### src/rtl/uart_alu_pkg.sv
// Shared definitions for the UART-ALU slice: default widths, sequencer
// state encoding and ALU opcode constants.
package uart_alu_pkg;

    localparam int unsigned NB_DATA_DEF = 8;
    localparam int unsigned NB_OP_DEF   = 6;

    typedef enum logic [2:0] {
        WAIT_A  = 3'd0,
        WAIT_OP = 3'd1,
        WAIT_B  = 3'd2,
        EXEC    = 3'd3,
        SEND    = 3'd4,
        WAIT_TX = 3'd5
    } seq_state_e;

    localparam logic [NB_OP_DEF-1:0] OP_ADD = 6'b100000;
    localparam logic [NB_OP_DEF-1:0] OP_SUB = 6'b100010;
    localparam logic [NB_OP_DEF-1:0] OP_AND = 6'b100100;
    localparam logic [NB_OP_DEF-1:0] OP_OR  = 6'b100101;
    localparam logic [NB_OP_DEF-1:0] OP_XOR = 6'b100110;
    localparam logic [NB_OP_DEF-1:0] OP_SRA = 6'b000011;
    localparam logic [NB_OP_DEF-1:0] OP_SRL = 6'b000010;
    localparam logic [NB_OP_DEF-1:0] OP_NOR = 6'b100111;

endpackage

### src/rtl/uart_alu_timeout.sv
// Inter-byte timeout counter: counts while i_run is high, restarts on
// i_clear or when idle, and flags the terminal cycle on o_expired.
module uart_alu_timeout
    import uart_alu_pkg::*;
#(
    parameter int unsigned TIMEOUT_CYCLES = 1_000_000
) (
    input  logic i_clk,
    input  logic i_rst_n,
    input  logic i_run,
    input  logic i_clear,
    output logic o_expired
);

    localparam int unsigned      CW   = $clog2(TIMEOUT_CYCLES + 1);
    localparam logic [CW-1:0]    LAST = CW'(TIMEOUT_CYCLES - 1);

    logic [CW-1:0] cnt_q, cnt_d;

    // A received byte in the terminal cycle suppresses the expiry.
    assign o_expired = i_run && !i_clear && (cnt_q == LAST);

    // Next count: hold at zero outside the wait states, restart on clear/expiry.
    always_comb begin
        cnt_d = cnt_q + CW'(1);
        if (!i_run || i_clear || o_expired) begin
            cnt_d = '0;
        end
    end

    // Counter register.
    always_ff @(posedge i_clk or negedge i_rst_n) begin
        if (!i_rst_n) begin
            cnt_q <= '0;
        end else begin
            cnt_q <= cnt_d;
        end
    end

endmodule

### src/rtl/uart_alu_sequencer.sv
// Frame sequencer: collects A, opcode, B from the UART receiver, lets the
// ALU settle for one cycle, captures the result and starts the transmitter.
// Optional inter-byte timeout is enabled by defining TIMEOUT_EN.
module uart_alu_sequencer
    import uart_alu_pkg::*;
#(
    parameter int unsigned NB_DATA        = NB_DATA_DEF,
    parameter int unsigned NB_OP          = NB_OP_DEF,
    parameter int unsigned TIMEOUT_CYCLES = 1_000_000
) (
    input  logic               i_clk,
    input  logic               i_rst_n,
    input  logic               i_rx_done,
    input  logic [NB_DATA-1:0] i_rx_data,
    output logic [NB_DATA-1:0] o_alu_a,
    output logic [NB_DATA-1:0] o_alu_b,
    output logic [NB_OP-1:0]   o_alu_op,
    input  logic [NB_DATA-1:0] i_alu_result,
    output logic               o_tx_start,
    output logic [NB_DATA-1:0] o_tx_data,
    input  logic               i_tx_done,
    output logic               o_busy,
    output logic               o_rx_drop
);

    seq_state_e         state_q, state_d;
    logic [NB_DATA-1:0] alu_a_q, alu_a_d;
    logic [NB_DATA-1:0] alu_b_q, alu_b_d;
    logic [NB_OP-1:0]   alu_op_q, alu_op_d;
    logic [NB_DATA-1:0] tx_data_q, tx_data_d;
    logic               tx_start_q, tx_start_d;
    logic               rx_drop_q, rx_drop_d;
    logic               timeout;

`ifdef TIMEOUT_EN
    uart_alu_timeout #(
        .TIMEOUT_CYCLES(TIMEOUT_CYCLES)
    ) u_timeout (
        .i_clk     (i_clk),
        .i_rst_n   (i_rst_n),
        .i_run     ((state_q == WAIT_OP) || (state_q == WAIT_B)),
        .i_clear   (i_rx_done),
        .o_expired (timeout)
    );
`else
    logic unused_timeout_cfg;
    assign unused_timeout_cfg = (TIMEOUT_CYCLES == 0);
    assign timeout            = 1'b0;
`endif

    // Next-state and register-update logic for the frame FSM.
    always_comb begin
        state_d    = state_q;
        alu_a_d    = alu_a_q;
        alu_b_d    = alu_b_q;
        alu_op_d   = alu_op_q;
        tx_data_d  = tx_data_q;
        tx_start_d = 1'b0;
        rx_drop_d  = 1'b0;
        case (state_q)
            WAIT_A: begin
                if (i_rx_done) begin
                    alu_a_d = i_rx_data;
                    state_d = WAIT_OP;
                end
            end
            WAIT_OP: begin
                if (i_rx_done) begin
                    alu_op_d = i_rx_data[NB_OP-1:0];
                    state_d  = WAIT_B;
                end else if (timeout) begin
                    alu_a_d   = '0;
                    alu_b_d   = '0;
                    rx_drop_d = 1'b1;
                    state_d   = WAIT_A;
                end
            end
            WAIT_B: begin
                if (i_rx_done) begin
                    alu_b_d = i_rx_data;
                    state_d = EXEC;
                end else if (timeout) begin
                    alu_a_d   = '0;
                    alu_b_d   = '0;
                    rx_drop_d = 1'b1;
                    state_d   = WAIT_A;
                end
            end
            EXEC: begin
                // Start pulse is registered so it coincides with SEND.
                tx_data_d  = i_alu_result;
                tx_start_d = 1'b1;
                rx_drop_d  = i_rx_done;
                state_d    = SEND;
            end
            SEND: begin
                rx_drop_d = i_rx_done;
                state_d   = WAIT_TX;
            end
            WAIT_TX: begin
                rx_drop_d = i_rx_done;
                if (i_tx_done) begin
                    state_d = WAIT_A;
                end
            end
            default: begin
                state_d = WAIT_A;
            end
        endcase
    end

    // State and output registers.
    always_ff @(posedge i_clk or negedge i_rst_n) begin
        if (!i_rst_n) begin
            state_q    <= WAIT_A;
            alu_a_q    <= '0;
            alu_b_q    <= '0;
            alu_op_q   <= '0;
            tx_data_q  <= '0;
            tx_start_q <= 1'b0;
            rx_drop_q  <= 1'b0;
        end else begin
            state_q    <= state_d;
            alu_a_q    <= alu_a_d;
            alu_b_q    <= alu_b_d;
            alu_op_q   <= alu_op_d;
            tx_data_q  <= tx_data_d;
            tx_start_q <= tx_start_d;
            rx_drop_q  <= rx_drop_d;
        end
    end

    assign o_alu_a    = alu_a_q;
    assign o_alu_b    = alu_b_q;
    assign o_alu_op   = alu_op_q;
    assign o_tx_data  = tx_data_q;
    assign o_tx_start = tx_start_q;
    assign o_rx_drop  = rx_drop_q;
    assign o_busy     = (state_q == EXEC) || (state_q == SEND) || (state_q == WAIT_TX);

endmodule

### config.mk
export PLATFORM = sky130hd
export DESIGN_NAME = uart_alu_sequencer
export DESIGN_NICKNAME = d
export VERILOG_FILES = /design/src/rtl/uart_alu_pkg.sv /design/src/rtl/uart_alu_timeout.sv /design/src/rtl/uart_alu_sequencer.sv
export SDC_FILE = /design/constraint.sdc
export NUM_CORES = 1
export LEC_CHECK = 0
export ABC_AREA = 1
export CORE_MARGIN = 5
export CORE_UTILIZATION = 40
export DETAILED_ROUTE_END_ITERATION = 8
export GPL_TIMING_DRIVEN = 0
export PLACE_DENSITY = 0.69
export SETUP_SLACK_MARGIN = 0.1
export SYNTH_ARGS = -nofsm -noshare
export SYNTH_HDL_FRONTEND = slang
export SYNTH_HIERARCHICAL = 1
export SYNTH_SLANG_ARGS = --single-unit
export TNS_END_PERCENT = 100
### constraint.sdc
create_clock -name i_clk -period 1.15 [get_ports i_clk]
set_input_delay 0.1725 -clock i_clk [delete_from_list [all_inputs] [get_ports i_clk]]
set_output_delay 0.1725 -clock i_clk [all_outputs]
set_load 0.005 [all_outputs]
==> impl_metrics.prom <==
# TYPE chip_impl_metric gauge
chip_impl_info{name="tritoncts_clock_tree",value="built"} 1
chip_impl_metric{name="drtIter0Drc",unit=""} 69
chip_impl_info{name="endpoint_kind",value="output pin"} 1
chip_impl_info{name="endpoint_of_the_most_critical_register_to_register_path",value="o_alu_a[0]"} 1
chip_impl_metric{name="max_freq",unit="GHz"} 0.768
chip_impl_info{name="outcome",value="finished with violations"} 1
chip_impl_info{name="timing.hold.worst.class",value="in -> async"} 1
chip_impl_metric{name="post_synthesis_mean_instance_area",unit="um2"} 9.98
chip_impl_metric{name="final-setup-viol-count",unit=""} 30
chip_impl_info{name="post-synth-top-area-cell",value="dfrtp_1"} 1
chip_impl_info{name="worstSetupPathType",value="reg -> out"} 1
chip_impl_info{name="most_frequent_cells_in_the_layout",value="dfrtp_1, nand2_1, buf_2"} 1
chip_impl_metric{name="post_synthesis_instance_area",unit="um2"} 1490
chip_impl_metric{name="clockBufferDepth",unit=""} 2
chip_impl_metric{name="setup.reg_to_reg.worst_slack",unit="ns"} -0.14
chip_impl_metric{name="finalWirelength",unit="um"} 4530
chip_impl_metric{name="period_share",unit="%"} 113
chip_impl_metric{name="number_of_nets_in_the_final_layout",unit=""} 267
chip_impl_metric{name="numCtsBuffers",unit=""} 5
chip_impl_metric{name="clk_pin_slew_worst_paths",unit="ns"} 0.07
chip_impl_metric{name="placed_cells_incl_taps",unit=""} 249
chip_impl_metric{name="slew_headroom",unit="%"} 68.2
chip_impl_metric{name="initial_core_util",unit="%"} 40.9
chip_impl_metric{name="groute.usage.overall",unit="%"} 15.9
chip_impl_metric{name="ios",unit=""} 53
chip_impl_metric{name="design.core.area",unit="um2"} 3630
chip_impl_metric{name="first_pass_iters",unit=""} 4
chip_impl_metric{name="hold_violations",unit=""} 0
chip_impl_metric{name="synth_cells",unit=""} 149
chip_impl_info{name="r2r_start",value="state_q[0]"} 1
chip_impl_metric{name="die_span_y",unit="um"} 71.0
chip_impl_metric{name="per_cell_routed_wire_length",unit="um"} 15.3
chip_impl_metric{name="yosys_register_bits",unit=""} 35
chip_impl_metric{name="report.final.slew_viol_count",unit=""} 0
chip_impl_metric{name="die_w",unit="um"} 71.0
chip_impl_metric{name="globalRouteOverflowTotal",unit=""} 0
chip_impl_metric{name="area_share_of_the_leading_cell_type_in_the_synthesized_netlist",unit="%"} 58.9
chip_impl_metric{name="detailedPlace.worstSlack",unit="ns"} -0.302
chip_impl_metric{name="buffer_ports.inserted",unit=""} 52
chip_impl_metric{name="yosys.cell_types.count",unit=""} 17
chip_impl_metric{name="max_cap_viol_count",unit=""} 0
chip_impl_metric{name="design.die.area",unit="um2"} 5040
chip_impl_metric{name="ff2ff_path_depth",unit=""} 6
chip_impl_metric{name="synth_simple_gate_area_share",unit="%"} 22.0
chip_impl_metric{name="wire_length_of_the_first_global_routing_pass",unit="um"} 6290
chip_impl_metric{name="tightestPinTransition",unit="ns"} 0.478
chip_impl_metric{name="route.detailed.vias_per_inst",unit=""} 4.71
chip_impl_metric{name="final.hold.worst_slack",unit="ns"} 0.423
chip_impl_metric{name="syn_to_final_growth",unit="%"} 76.5
chip_impl_metric{name="period_minus_slack",unit="ns"} 1.30
chip_impl_metric{name="vias_in_the_first_global_route",unit=""} 1345
chip_impl_metric{name="synth_compound_gate_area_share",unit="%"} 11.6
chip_impl_info{name="library_cell_used_as_clock_root_buffer",value="clkbuf_8"} 1
chip_impl_info{name="mostFrequentLayoutCell",value="dfrtp_1"} 1
chip_impl_metric{name="grt_start_max_net_pins",unit=""} 36
chip_impl_metric{name="muxShareOfSynthArea",unit="%"} 0
chip_impl_info{name="rsz0062_at_grt",value="true"} 1
chip_impl_metric{name="synth.yosys.seq_area_share",unit="%"} 58.9
chip_impl_metric{name="antenna_cells_inserted",unit=""} 0
chip_impl_metric{name="routed-via-count",unit=""} 1395
chip_impl_metric{name="synth_nets",unit=""} 169
chip_impl_metric{name="synth_warnings",unit=""} 6
chip_impl_metric{name="placement_rows",unit=""} 22
chip_impl_metric{name="pwr_density_cell",unit="nW/um2"} 2710
chip_impl_metric{name="req_time_crit_path",unit="ns"} 0.98
chip_impl_metric{name="fin_setup_tns",unit="ns"} -2.80
chip_impl_info{name="worst_setup_path_start_kind",value="register"} 1
chip_impl_metric{name="power.leakage",unit="nW"} 1.37
chip_impl_metric{name="fill_cells",unit=""} 260
chip_impl_metric{name="final_layout_size_suffix_gt1_share",unit="%"} 59.7
chip_impl_metric{name="layoutNonFillerInstCount",unit=""} 296
chip_impl_info{name="synth_top_family_by_area",value="simple AND/OR/NAND/NOR gates"} 1
chip_impl_metric{name="drcViolationCount",unit=""} 0
chip_impl_info{name="netlist_top_cells_area",value="dfrtp_1, nand2_1, o21ai_2, buf_6, o21ai_1"} 1
chip_impl_metric{name="worstSkewPairLatency",unit="ns"} 0.28
chip_impl_metric{name="gp_routability_congestion",unit=""} 0.743
chip_impl_metric{name="arrival",unit="ns"} 1.13
chip_impl_metric{name="peakVddDrop",unit="mV"} 1.30
chip_impl_metric{name="path_max_fanout",unit=""} 5
chip_impl_metric{name="numClockSinks",unit=""} 35
chip_impl_metric{name="cts_h_tree_depth",unit=""} 2
chip_impl_metric{name="timing.clock.skew",unit="ns"} 0.00530
chip_impl_metric{name="post_synth_fa_ha_maj_area_fraction",unit="%"} 0
chip_impl_metric{name="dp_hpwl",unit="um"} 2530
chip_impl_info{name="violations",value="negative setup slack"} 1
chip_impl_metric{name="post_synth_xor_area_fraction",unit="%"} 0
chip_impl_metric{name="final_antenna_net_count",unit=""} 0
chip_impl_metric{name="final_critical_path_setup_slack",unit="ns"} -0.152
chip_impl_metric{name="antenna_violations_before_repair",unit=""} 0
[layout make-up]
| cell class | instances | area (um2) | share of cell area, % |
|---|---|---|---|
| plain buffers | 5 | 72.6 | 2.76 |
| clock buffers | 7 | 96.3 | 3.67 |
| clock inverters | 1 | 7.51 | 0.286 |
| inverters | 14 | 62.6 | 2.38 |
| multi-input cells | 96 | 682 | 26.0 |
| flip-flops and latches | 35 | 876 | 33.4 |
| well taps | 48 | 60.1 | 2.29 |
| repair buffers | 89 | 762 | 29.0 |
| repair inverters | 1 | 6.26 | 0.238 |
[routing by layer]
layer | track usage [%] | wire (um)
met3 | 4.26 | 157
met4 | 6.68 | 129
met2 | 28.0 | 2460
met1 | 18.1 | 1780
met5 | 0 | 0
[where the power goes]
part / switching [W] / internal [W]
registers: 0.000328 / 0.00182
logic: 0.00188 / 0.00212
clock network: 0.000425 / 0.000544
total: 0.00263 / 0.00448
[kinds of logic (layout without fill, tap and decap cells)]
kind of cell,after synthesis,after routing
buffers and inverters,19,117
AND/OR/NAND/NOR,71,72
AO/OA/AOI/OAI,24,24
flip-flops,35,35
[worst max-delay path by stage]
stage / endpoint / start / depth (start not counted) / slack, ns
after CTS: o_busy / state_q[0] / 6 / -0.14
after detailed placement: o_alu_a[5] / i_rx_done / 7 / -0.30
final: o_busy / state_q[2] / 5 / -0.15
after global placement: o_alu_b[5] / i_rst_n / 1 / -0.81
after global routing: o_busy / state_q[2] / 5 / -0.20
after floorplan: o_alu_op[0] / state_q[1] / 6 / 0.1
[Yosys cell counts (all sizes together)]
cell type,n
a21oi,1
inv,14
nor2,7
nand2,59
o21ai,23
buf,5
nand3,5
dfrtp,35
[state kept, by name (all words and copies together), names as in the netlist]
register,flops
o_alu_a,8
o_alu_b,8
o_tx_data,8
o_alu_op,6
state_q,3
o_rx_drop,1
o_tx_start,1
[stage by stage]
step	power, W	cell area [um2]	utilization, %
floorplan	0.00344	1490	-
global placement	0.00483	2070	57.0
detailed placement	0.00491	2070	56.9
CTS	0.00606	2300	63.3
global route	0.00756	2630	72.2
finish	0.00711	2630	72.2
[critical path, stage by stage (launching register included)]
cell     delay (ns)
dfrtp_1        0.43
inv_2          0.14
nand2_4        0.08
nand2_4        0.06
inv_2          0.04
buf_6          0.10
[timing repair]
item,in CTS,in global routing
hold buffers,1,0
hold endpoints to repair,35,0
buffers inserted,24,10
pin swaps,3,12
gates cloned,1,4
gates resized for setup,122,73
setup endpoints to repair,63,77
Power figures use the tool's default switching activity.
